$ cat config.mk
export PLATFORM = sky130hd
export DESIGN_NAME = polar_to_cart
export DESIGN_NICKNAME = d
export VERILOG_FILES = /design/src/rtl/polar_to_cart_pkg.sv /design/src/rtl/polar_to_cart_step.sv /design/src/rtl/polar_to_cart.sv
export SDC_FILE = /design/constraint.sdc
export NUM_CORES = 1
export LEC_CHECK = 0
export CORE_AREA = 2 2 148 150
export CTS_BUF_LIST = sky130_fd_sc_hd__clkbuf_4
export CTS_CLUSTER_SIZE = 10
export DETAILED_ROUTE_END_ITERATION = 16
export DIE_AREA = 0 0 150 152
export GPL_ROUTABILITY_DRIVEN = 0
export PLACE_DENSITY = 0.89
export RECOVER_POWER = 100
export SYNTH_ARGS = -nofsm -noshare
export SYNTH_HDL_FRONTEND = slang
export SYNTH_SLANG_ARGS = --single-unit
export TNS_END_PERCENT = 30
$ cat constraint.sdc
create_clock -name clk -period 7.3 [get_ports clk]
set_input_delay 0.73 -clock clk [delete_from_list [all_inputs] [get_ports clk]]
set_output_delay 0.73 -clock clk [all_outputs]
set_load 0.01 [all_outputs]
$ cat src/rtl/polar_to_cart_pkg.sv
// Shared types and constants for the polar_to_cart CORDIC converter.
// Q formats: X/Y accumulators are Q10, the angle accumulator is degrees in Q8.
package polar_to_cart_pkg;

  typedef enum logic [1:0] {
    S_IDLE,
    S_PREP,
    S_ITER,
    S_DONE
  } state_t;

  localparam int K_INV     = 622;
  localparam int FRAC_XY   = 10;
  localparam int FRAC_Z    = 8;
  localparam int XW        = 20;
  localparam int ZW        = 18;
  localparam int IW        = 4;
  localparam int ATAN_N    = 12;
  localparam int HALF_TURN = 180 << FRAC_Z;

  // round(atan(2^-i) * 256 * 180 / pi)
  localparam logic signed [ZW-1:0] ATAN_TAB [ATAN_N] = '{
    18'sd11520, 18'sd6801, 18'sd3593, 18'sd1824,
    18'sd916,   18'sd458,  18'sd229,  18'sd115,
    18'sd57,    18'sd29,   18'sd14,   18'sd7
  };

endpackage

$ cat src/rtl/polar_to_cart_step.sv
// One combinational CORDIC micro-rotation in rotation mode.
// All three outputs derive from the same (previous) accumulator values.
module polar_to_cart_step
  import polar_to_cart_pkg::*;
(
  input  logic signed [XW-1:0] i_x,
  input  logic signed [XW-1:0] i_y,
  input  logic signed [ZW-1:0] i_z,
  input  logic        [IW-1:0] i_idx,
  input  logic signed [ZW-1:0] i_atan,
  output logic signed [XW-1:0] o_x,
  output logic signed [XW-1:0] o_y,
  output logic signed [ZW-1:0] o_z
);

  logic signed [XW-1:0] w_xs;
  logic signed [XW-1:0] w_ys;

  always_comb begin
    w_xs = i_x >>> i_idx;
    w_ys = i_y >>> i_idx;
    if (!i_z[ZW-1]) begin
      o_x = i_x - w_ys;
      o_y = i_y + w_xs;
      o_z = i_z - i_atan;
    end else begin
      o_x = i_x + w_ys;
      o_y = i_y - w_xs;
      o_z = i_z + i_atan;
    end
  end

endmodule

$ cat src/rtl/polar_to_cart.sv
// Iterative CORDIC polar-to-Cartesian converter with ready/valid on both sides.
// Define POLAR_TO_CART_SAT_EN to saturate results to -128..127 instead of wrapping.
module polar_to_cart
  import polar_to_cart_pkg::*;
#(
  parameter int ITER = 10
) (
  input  logic              clk,
  input  logic              rst_n,
  input  logic              in_valid,
  output logic              in_ready,
  input  logic        [7:0] r,
  input  logic signed [8:0] theta,
  output logic              out_valid,
  input  logic              out_ready,
  output logic signed [7:0] x,
  output logic signed [7:0] y,
  output logic              out_err
);

  localparam logic [IW-1:0] LAST = IW'(ITER - 1);

  state_t               r_state;
  state_t               w_state_nx;
  logic                 r_live;
  logic        [IW-1:0] r_cnt;
  logic        [7:0]    r_r;
  logic signed [8:0]    r_theta;
  logic signed [XW-1:0] r_xacc;
  logic signed [XW-1:0] r_yacc;
  logic signed [ZW-1:0] r_zacc;
  logic                 r_err;
  logic signed [7:0]    r_x;
  logic signed [7:0]    r_y;
  logic                 r_oerr;

  logic                 w_accept;
  logic                 w_last;
  logic                 w_bad;
  logic signed [XW-1:0] w_xinit;
  logic signed [ZW-1:0] w_zinit;
  logic signed [XW-1:0] w_xn;
  logic signed [XW-1:0] w_yn;
  logic signed [ZW-1:0] w_zn;

  function automatic logic signed [7:0] fit8(input logic signed [XW-1:0] v);
    logic signed [XW-1:0] w_rnd;
    w_rnd = (v + XW'(1 << (FRAC_XY - 1))) >>> FRAC_XY;
`ifdef POLAR_TO_CART_SAT_EN
    if (w_rnd > XW'(127))       return 8'sh7f;
    else if (w_rnd < XW'(-128)) return 8'sh80;
    else                        return 8'(w_rnd);
`else
    return 8'(w_rnd);
`endif
  endfunction

  assign w_accept = in_valid && in_ready;
  assign w_last   = (r_cnt == LAST);

  always_ff @(posedge clk or negedge rst_n) begin
    if (!rst_n) r_state <= S_IDLE;
    else        r_state <= w_state_nx;
  end

  always_comb begin
    w_state_nx = r_state;
    case (r_state)
      S_IDLE:  if (w_accept)  w_state_nx = S_PREP;
      S_PREP:                 w_state_nx = S_ITER;
      S_ITER:  if (w_last)    w_state_nx = S_DONE;
      S_DONE:  if (out_ready) w_state_nx = S_IDLE;
      default:                w_state_nx = S_IDLE;
    endcase
  end

  // r_live keeps in_ready low while reset is held and for the release edge.
  always_comb begin
    in_ready  = (r_state == S_IDLE) && r_live;
    out_valid = (r_state == S_DONE);
    x         = r_x;
    y         = r_y;
    out_err   = r_oerr;
  end

  // Quadrant pre-rotation folds |theta| > 90 into the CORDIC convergence range.
  always_comb begin
    w_bad   = (r_theta > 9'sd180) || (r_theta < -9'sd180);
    w_xinit = signed'(XW'(r_r) * XW'(K_INV));
    w_zinit = ZW'(r_theta) <<< FRAC_Z;
    if (!w_bad && (r_theta > 9'sd90)) begin
      w_xinit = -w_xinit;
      w_zinit = w_zinit - ZW'(HALF_TURN);
    end else if (!w_bad && (r_theta < -9'sd90)) begin
      w_xinit = -w_xinit;
      w_zinit = w_zinit + ZW'(HALF_TURN);
    end
  end

  polar_to_cart_step u_step (
    .i_x    (r_xacc),
    .i_y    (r_yacc),
    .i_z    (r_zacc),
    .i_idx  (r_cnt),
    .i_atan (ATAN_TAB[r_cnt]),
    .o_x    (w_xn),
    .o_y    (w_yn),
    .o_z    (w_zn)
  );

  always_ff @(posedge clk or negedge rst_n) begin
    if (!rst_n) begin
      r_live  <= 1'b0;
      r_cnt   <= '0;
      r_r     <= '0;
      r_theta <= '0;
      r_xacc  <= '0;
      r_yacc  <= '0;
      r_zacc  <= '0;
      r_err   <= 1'b0;
      r_x     <= '0;
      r_y     <= '0;
      r_oerr  <= 1'b0;
    end else begin
      r_live <= 1'b1;
      case (r_state)
        S_IDLE: begin
          if (w_accept) begin
            r_r     <= r;
            r_theta <= theta;
          end
        end
        S_PREP: begin
          r_xacc <= w_xinit;
          r_yacc <= '0;
          r_zacc <= w_zinit;
          r_err  <= w_bad;
          r_cnt  <= '0;
        end
        S_ITER: begin
          r_xacc <= w_xn;
          r_yacc <= w_yn;
          r_zacc <= w_zn;
          r_cnt  <= r_cnt + IW'(1);
          // Results are latched from the final step output as DONE is entered.
          if (w_last) begin
            r_x    <= r_err ? '0 : fit8(w_xn);
            r_y    <= r_err ? '0 : fit8(w_yn);
            r_oerr <= r_err;
          end
        end
        default: ;
      endcase
    end
  end

endmodule

==> Word level (Yosys, flattened, before mapping) <==
Memories as Yosys holds them, arrays and structs flattened.
Cells that the tools add are included.
{ "op_classes": {"add_sub_neg": 12, "mul": 1, "order_cmp": 5, "eq_ne": 7, "shifts": 2, "n_mux": 19, "n_bitwise": 1, "reduce_logical": 11} }
{ "ops": {"columns": ["op", "n"], "rows": [
  ["$mux W18", 5],
  ["$mux W20", 4],
  ["$pmux W20 S2", 2],
  ["$add A20 B20 Y20", 2],
  ["$sshr A20 B4 Y20", 2],
  ["$sub A20 B20 Y20", 2],
  ["$add A18 B11 Y18 const B", 2],
  ["$pmux W18 S2", 1],
  ["$neg A18 Y20", 1],
  ["$add A17 B17 Y18 const B", 1],
  ["$add A18 B18 Y18", 1],
  ["$sub A17 B17 Y18 const B", 1],
  ["$sub A18 B18 Y18", 1],
  ["$mul A8 B9 Y17 const B", 1],
  ["$mux W8", 2],
  ["$gt A9 B8 Y1 const B", 1],
  ["$gt A9 B9 Y1 const B", 1],
  ["$lt A9 B8 Y1 const B", 1],
  ["$lt A9 B9 Y1 const B", 1],
  ["$pmux W2 S4", 1],
  ["$pmux W4 S2", 1],
  ["$mux W2", 3],
  ["$ge A5 B5 Y1 const B", 1],
  ["$not A4 Y5", 1],
  ["13 further kinds", 19]
]} }
{ "totals": {"reg_bits": 100, "mem_bits_ro": 288, "inputBits": 21, "memories": 1} }
{ "memory_table": {"columns": ["memory", "depth", "width", "read_ports", "rd_clocked_by_memory_dff", "wr", "line_no", "rtl"], "rows": [
  ["(name not given)", 16, 18, 1, 0, 0, "polar_to_cart.sv:105", ".i_atan (ATAN_TAB[r_cnt]),"]
]} }

==> Depth between registers and ports, before layout <==
Gate-level depths: netlist (run 1).
{ "depth": {"word_depth": 7, "ltp_mapped": 25, "ltp_nobuf": 21} }

==> Modules after synthesis <==
From an unflattened synthesis (run 1), not the netlist that was laid out.
{ "hier_totals": {"hier_cells": 1485, "area_unflattened_um2": 12507.0} }
{ "modules_own_cells": {"columns": ["mod", "instances", "cells_each", "area_per_inst_um2"], "rows": [
  ["polar_to_cart", 1, 754, 6816.5],
  ["polar_to_cart_step", 1, 731, 5690.5]
]} }

==> Worst setup path after synthesis (run 1) <==
Ideal clock, no wire load.
{ "synth_timing": {"kind": "register to register", "startpoint": "register r_cnt[2]", "endpoint": "register r_y[6], in the netlist y[6]", "setup_ns": 0.130, "arrival_ns": 5.047, "setup_slack_ns": 2.123, "path_stages_with_launch": 24, "synth_period_minus_slack_ns": 5.177, "path_cell_list": "dfrtp_1 > clkbuf_1 > clkbuf_1 > buf_1 > buf_1 > clkbuf_1 > nand2_1 > o21a_1 > ha_1 > and4_1 > and2_1 > a21oi_1 > xnor2_1 > ha_1 > a21o_1 > a21oi_1 > nor2b_1 > clkbuf_1 > o32ai_1 > nor2_1 > xnor2_1 > nor4_1 > a311o_1 > o211ai_1"} }
{ "synth_between": {"elab_chain_len": 5, "elab_cells_between_ends": 8} }
{ "synth_rtl": {"columns": ["item", "line_no", "rtl"], "rows": [
  ["start: declaration", "polar_to_cart.sv:26", "logic [IW-1:0] r_cnt;"],
  ["start signal: assignment", "polar_to_cart.sv:144", "r_cnt <= r_cnt + IW'(1);"],
  ["$sshr A20 B4 Y20", "polar_to_cart_step.sv:20", "w_xs = i_x >>> i_idx;"],
  ["$add A20 B20 Y20 or $sub A20 B20 Y20 (tied branches)", "polar_to_cart_step.sv:24, polar_to_cart_step.sv:28", null],
  ["$mux W20", "polar_to_cart_step.sv:22", "if (!i_z[ZW-1]) begin"],
  ["$add A18 B11 Y18", "polar_to_cart.sv:48", "w_rnd = (v + XW'(1 << (FRAC_XY - 1))) >>> FRAC_XY;"],
  ["$mux W8", "polar_to_cart.sv:148", "r_y <= r_err ? '0 : fit8(w_yn);"],
  ["end signal: assignment", "polar_to_cart.sv:148", null],
  ["end: declaration", "polar_to_cart.sv:34", "logic signed [7:0] r_y;"]
]} }
Several ways; a longest one is shown, not always the timed one.
A chain may end at the register's enable or synchronous reset.

==> Worst setup path in the final report (run 1) <==
{ "layout_timing": {"startpoint": "register r_cnt[0]", "endpoint": "register r_y[6], in the netlist y[6]"} }
The elaborated chain is that of the path after synthesis.

==> results of run 1 <==
## sequential cells by signal, summed over array words and instances, names as in the netlist, 2 cells and up
register and count:
r_r 8, r_yacc 20, x 8, r_cnt 4
r_theta 9, r_xacc 20, y 8, r_state 2
r_zacc 18
## path summary, 6_finish.rpt
| kind | slack (ns) | endpoint | depth (start not counted) |
|---|---|---|---|
| hold / removal | 0.50 | y[2] | 2 |
| max in group asynchronous | 2.45 | r_r[1] | 2 |
| setup reg to reg | 0.81 | y[6] | 17 |
| hold reg to reg | 0.50 | y[2] | 2 |
| min in group asynchronous | 1.01 | y[4] | 1 |
| setup / recovery | 0.81 | y[6] | 17 |
## per-stage QoR
step	hold WS, ns	utilization [%]	instance area, sq um	std cells
global route	0.539	61.6	13100	1757
global placement	0.464	61.0	13000	1740
floorplan	0.434	-	12500	1484
CTS	0.199	61.6	13200	1756
detailed placement	0.470	61.0	13000	1740
finish	0.496	61.6	13100	1757
## worst register-to-register path: cells and delay by family, from the launching register on
family	cells	cell delay [ns]
and+or+nand+nor	6	2.12
DFF	1	1.05
adders and majority gates	1	0.35
buffers and inverters	1	0.67
xor gates and xnor gates	2	0.36
muxes	1	0.51
AOI/OAI and AO/OA	6	1.34
## metal layers
metal	up-vias	routed length, microns	GRT usage, %	share of wire [%]
met5	-	0	0	0
met4	0	1000	11.0	3.2
met3	98	2850	4.86	9.0
met2	535	15300	46.8	48
met1	5450	12500	34.8	39
li1	5364	-	-	-
## area by class of cell
| class | count | area, sq um | share of cell area [%] |
|---|---|---|---|
| diodes | 1 | 2.50 | 0.0190 |
| repair buffers | 48 | 444 | 3.38 |
| clock inverters | 6 | 53.8 | 0.409 |
| clock buffers | 10 | 75.1 | 0.571 |
| flip-flops and latches | 100 | 2500 | 19.1 |
| well taps | 280 | 350 | 2.66 |
| inverters | 129 | 484 | 3.68 |
| multi-input cells | 1183 | 9230 | 70.2 |
## synth_stat cells, drive strengths merged (7+ instances only)
library cell,count
mux2,43
mux4,34
o21bai,8
ha,114
a211o,9
nand3,31
a31oi,14
nor2b,17
a21oi,83
buf,25
a41oi,8
nor2,103
and2,19
fa,22
o211ai,28
or2,10
inv,129
dfrtp,100
a221oi,7
o31ai,12
nor4,7
o22ai,24
nand4,10
o21ai,95
xnor2,88
nand2,119
and3,8
xor2,32
clkbuf,47
o32ai,8
o21a,18
a211oi,10
a21o,28
nand2b,25
nor3,28
mux2i,33
## cells by family (layout without fill, tap and decap cells)
group	count (synthesis)	in the layout	synth area share [%]
flops	100	100	20.0
other cells	1	2	0.0299
fa+ha+maj	136	136	14.9
simple gates	402	402	15.6
compound gates	414	414	22.1
xor+xnor	120	120	8.45
mux	110	110	12.6
buf+inv	201	193	6.37
==> flow_summary_export.csv, run 1 <==
group,metric,value,unit
status,run_status,"complete, but fails checks",
status,violations,"capacitance limit, slew limit",
worst_setup_path,critical_path.max_fanout,43,
die,rows,54,
placed_design,dp_hpwl,24100,microns
route,drt_iter0_markers,1212,
grt,antenna_found_initial,1,
worst_setup_path,crit_type,"reg -> reg",
cells_and_area,mostFrequentLayoutCells,"inv_1 (129), nand2_1 (118), ha_1 (113)",
synthesis,avgSynthCellArea,8.44,sq um
die,die_x,150,microns
grt,grt_pass1_vias,10923,
clock_network,cts_tree,"yes",
worst_setup_path,r2r_start,"r_cnt[0]",
worst_setup_path,critPathSlowestCell,"dfrtp_2",
min_path,hp-class,"reg -> reg",
grt,grt_pass1_wl,51900,microns
clock_network,clk_latency,0.52,ns
die,io_pins,40,
route,wl_per_cell,18.0,microns
route,wl,31700,microns
worst_setup_path,arrival,6.89,ns
clock_network,cts_sinks,100,
clock_network,clk_path_buf_depth,2,
synthesis,synth_top_cell_area_share,20.0,%
sta,final.setup.tns,0,ns
sta,finClkSkew,0.0216,ns
sta,finalHoldViolations,0,
grt,grt_overflow,0,
worst_setup_path,crit_path_max_incr_delay,1.05,ns
sta,maxSlewViolCount,182,
synthesis,synth_seq_cells,100,
route,firstDrtPassIters,9,
sta,max_slew_margin,-114,%
die,fp.dieH,152,microns
clock_network,clkTransAtPathRegs,0.18,ns
job,cap_viol_max_count,3,
cells_and_area,final_common_cell,"inv_1",
synthesis,ys_warn_count,0,
cells_and_area,nFillCells,1810,
route,routed_via_density,6.52,
cells_and_area,drive_gt1_share,8.20,%
min_path,min_from,"y[2]",
clock_network,post_cts_resized,0,
synthesis,synth_edf_count,0,
worst_setup_path,crit_path_start_kind,"register",
synthesis,synth_top_cell_by_area,"dfrtp_1",
worst_setup_path,crit_path_end_kind,"register",
synthesis,ys_seq_area_share,20.0,%
clock_network,ctsHoldBuffers,0,
die,start_util,58.7,%
placed_design,io_buffers,39,
clock_network,cts_setup_buffers,0,
die,core,21400,sq um
worst_setup_path,path_cells,"inv_1 > mux2_1 > and2_0 > a211o_1 > and4b_1 > and2_0 > a21oi_1 > xnor2_1 > ha_1 > a21o_1 > or3_1 > o32ai_1 > nor2_1 > xnor2_1 > nor4_1 > a311o_1 > o211ai_1",
worst_setup_path,cp.required,7.70,ns
grt,grt_max_degree,79,
sta,rsz0062_at_grt,"false",
clock_network,cts-htree-levels,3,
placed_design,preCtsSetupSlack,1.21,ns
cells_and_area,nets,1628,
route,vias,11447,
route,ant_nets,0,
synthesis,syn_nets,1641,
worst_setup_path,startpoint,"r_cnt[0]",
cells_and_area,syn2layout_area_growth,4.92,%
synthesis,synth_ff_type,"dfrtp_1",
sta,period_minus_slack,6.49,ns
worst_setup_path,crit_family,"simple AND/OR/NAND/NOR gates",
synthesis,syn-cell-area,12500,sq um
synthesis,async_flop_share,100,%
sta,fin_ws,0.807,ns
sta,worst_pin_slew,3.21,ns
synthesis,synthTopCellsByArea,"dfrtp_1 (20%), ha_1 (11%), mux4_2 (6.1%), xnor2_1 (6.1%), inv_1 (3.8%)",
clock_network,numCtsBuffers,9,
synthesis,synthCells,1484,
sta,final.period_utilization,88.9,%
sta,setup_viol,0,
synthesis,yosysUniqueCellTypes,81,
sta,fmax,154,MHz
die,dieArea,22800,sq um
worst_setup_path,critPathBufInv,1,
clock_network,cts-root-buf,"clkbuf_4",
grt,gr-usage-all-layers,27.6,%
route,drcViolationCount,0,
Power of run 1 is not shown: default switching activity piles up to over one toggle a cycle in this logic, so the estimate is an artifact.
==> run 2: changes to the inputs <==
--- a/config.mk
+++ b/config.mk
@@ -5,14 +5,14 @@
 export SDC_FILE = /design/constraint.sdc
 export NUM_CORES = 1
 export LEC_CHECK = 0
-export CORE_AREA = 2 2 148 150
+export CAP_MARGIN = 20
+export CORE_AREA = 2 2 162 164
 export CTS_BUF_LIST = sky130_fd_sc_hd__clkbuf_4
 export CTS_CLUSTER_SIZE = 10
 export DETAILED_ROUTE_END_ITERATION = 16
-export DIE_AREA = 0 0 150 152
+export DIE_AREA = 0 0 164 166
 export GPL_ROUTABILITY_DRIVEN = 0
-export PLACE_DENSITY = 0.89
-export RECOVER_POWER = 100
+export PLACE_DENSITY = 0.78
 export SYNTH_ARGS = -nofsm -noshare
 export SYNTH_HDL_FRONTEND = slang
 export SYNTH_SLANG_ARGS = --single-unit
==> flow_summary_export.csv, run 2 (synthesis results as in run 1) <==
group,metric,value,unit
status,run_status,"complete, no violations",
worst_setup_path,path_common_cell,"xnor2_1",
worst_setup_path,crit_path_start_kind,"register",
die,dieArea,27200,sq um
route,wl_per_cell,17.7,microns
worst_setup_path,crit_path_end_kind,"register",
clock_network,post_cts_resized,0,
worst_setup_path,critPathBufInv,1,
worst_setup_path,critical_path.endpoint,"y[6]",
worst_setup_path,rrSetupSlack,1.27,ns
die,fp.dieH,166,microns
clock_network,clk_path_buf_depth,2,
clock_network,ctsHoldBuffers,0,
sta,final.period_utilization,82.6,%
die,rows,59,
placed_design,io_buffers,39,
min_path,hp-class,"in -> async",
worst_setup_path,arrival,6.46,ns
clock_network,cts-htree-levels,3,
worst_setup_path,path_cells,"buf_4 > mux2_2 > a221oi_1 > a32oi_1 > a211o_1 > and4b_1 > and2_1 > a21oi_1 > xnor2_1 > ha_1 > a21o_1 > or3_1 > o32ai_1 > nor2_1 > xnor2_1 > nor4_1 > a311o_1 > o211ai_1",
sta,fin_ws,1.27,ns
clock_network,cts_sinks,100,
worst_setup_path,critical_path.max_fanout,28,
clock_network,cts_setup_buffers,0,
sta,finalHoldViolations,0,
die,die_x,164,microns
worst_setup_path,critPathSlowestCell,"dfrtp_1",
cells_and_area,final_common_cell,"inv_1",
sta,max_slew_margin,33.2,%
sta,fmax,166,MHz
clock_network,numCtsBuffers,9,
grt,grt_max_degree,59,
worst_setup_path,crit_type,"reg -> reg",
cells_and_area,top_regs,"r_xacc: 20 flops, r_yacc: 20 flops, r_zacc: 18 flops",
clock_network,clkTransAtPathRegs,0.21,ns
worst_setup_path,r2r_start,"r_cnt[3]",
clock_network,clk_latency,0.52,ns
clock_network,cts_tree,"yes",
worst_setup_path,crit_family,"simple AND/OR/NAND/NOR gates",
route,drcViolationCount,0,
grt,grt_pass1_vias,10910,
worst_setup_path,critical_path_depth,18,
worst_setup_path,crit_path_max_incr_delay,0.91,ns
sta,worst_pin_slew,1.00,ns
worst_setup_path,startpoint,"r_cnt[3]",
clock_network,cts-root-buf,"clkbuf_4",
route,routed_via_density,6.17,
sta,period_minus_slack,6.03,ns
sta,final.setup.tns,0,ns
cells_and_area,nFillCells,2335,
route,wl,32100,microns
worst_setup_path,rr_endpoint,"y[6]",
cells_and_area,nets,1630,
grt,gr-usage-all-layers,24.0,%
die,start_util,48.9,%
cells_and_area,mostFrequentLayoutCells,"inv_1 (128), nand2_1 (118), ha_1 (112)",
placed_design,dp_hpwl,24500,microns
grt,grt_pass1_wl,53600,microns
sta,rsz0062_at_grt,"false",
sta,maxSlewViolCount,0,
sta,setup_viol,0,
cells_and_area,drive_gt1_share,8.80,%
cells_and_area,syn2layout_area_growth,5.75,%
route,ant_nets,0,
job,cap_viol_max_count,0,
route,vias,11191,
route,drt_iter0_markers,985,
sta,finClkSkew,0.0355,ns
grt,grt_overflow,0,
grt,antenna_found_initial,1,
die,core,25600,sq um
worst_setup_path,cp.required,7.73,ns
worst_setup_path,rr_worst_depth,18,
placed_design,preCtsSetupSlack,1.41,ns
route,firstDrtPassIters,7,
die,io_pins,40,
[run 2: final cells by class]
cell class	instances	area, sq um	share of cell area, %
inverter	129	484	3.65
clock buffer	9	67.6	0.510
antenna	1	2.50	0.0189
sequential	100	2500	18.9
multi-input combinational	1183	9240	69.8
tap	335	419	3.16
clock inverter	7	57.6	0.434
timing repair buffer	50	470	3.55
[run 2: per-stage QoR]
step | hold slack [ns] | util [%] | instances | instance area (sq um)
2_1_floorplan | 0.434 | - | 1484 | 12500
3_3_place_gp | 0.462 | 51.2 | 1797 | 13100
3_5_place_dp | 0.471 | 51.2 | 1797 | 13100
4_1_cts | 0.179 | 51.7 | 1813 | 13200
5_1_grt | 0.187 | 51.7 | 1814 | 13300
6_report | 0.156 | 51.7 | 1814 | 13300
[run 2: worst min-delay path by stage]
| stage | startpoint | to | slack (ns) | cells after the start |
|---|---|---|---|---|
| 6_report | rst_n | y[2] | 0.16 | 1 |
| 2_1_floorplan | rst_n | out_err | 0.43 | 0 |
| 4_1_cts | rst_n | y[3] | 0.18 | 1 |
| 3_5_place_dp | x[2] | x[2] | 0.47 | 2 |
| 5_1_grt | rst_n | y[3] | 0.19 | 1 |
| 3_3_place_gp | y[0] | y[0] | 0.46 | 2 |
[run 2: per-layer routing]
| layer | up-vias | share of wire (%) | track usage [%] |
|---|---|---|---|
| met2 | 447 | 47 | 39.6 |
| li1 | 5357 | - | - |
| met3 | 79 | 8.1 | 3.95 |
| met4 | 0 | 3.3 | 9.50 |
| met5 | - | 0 | 0 |
| met1 | 5308 | 41 | 31.2 |
Power of run 2 is left out for the same reason.
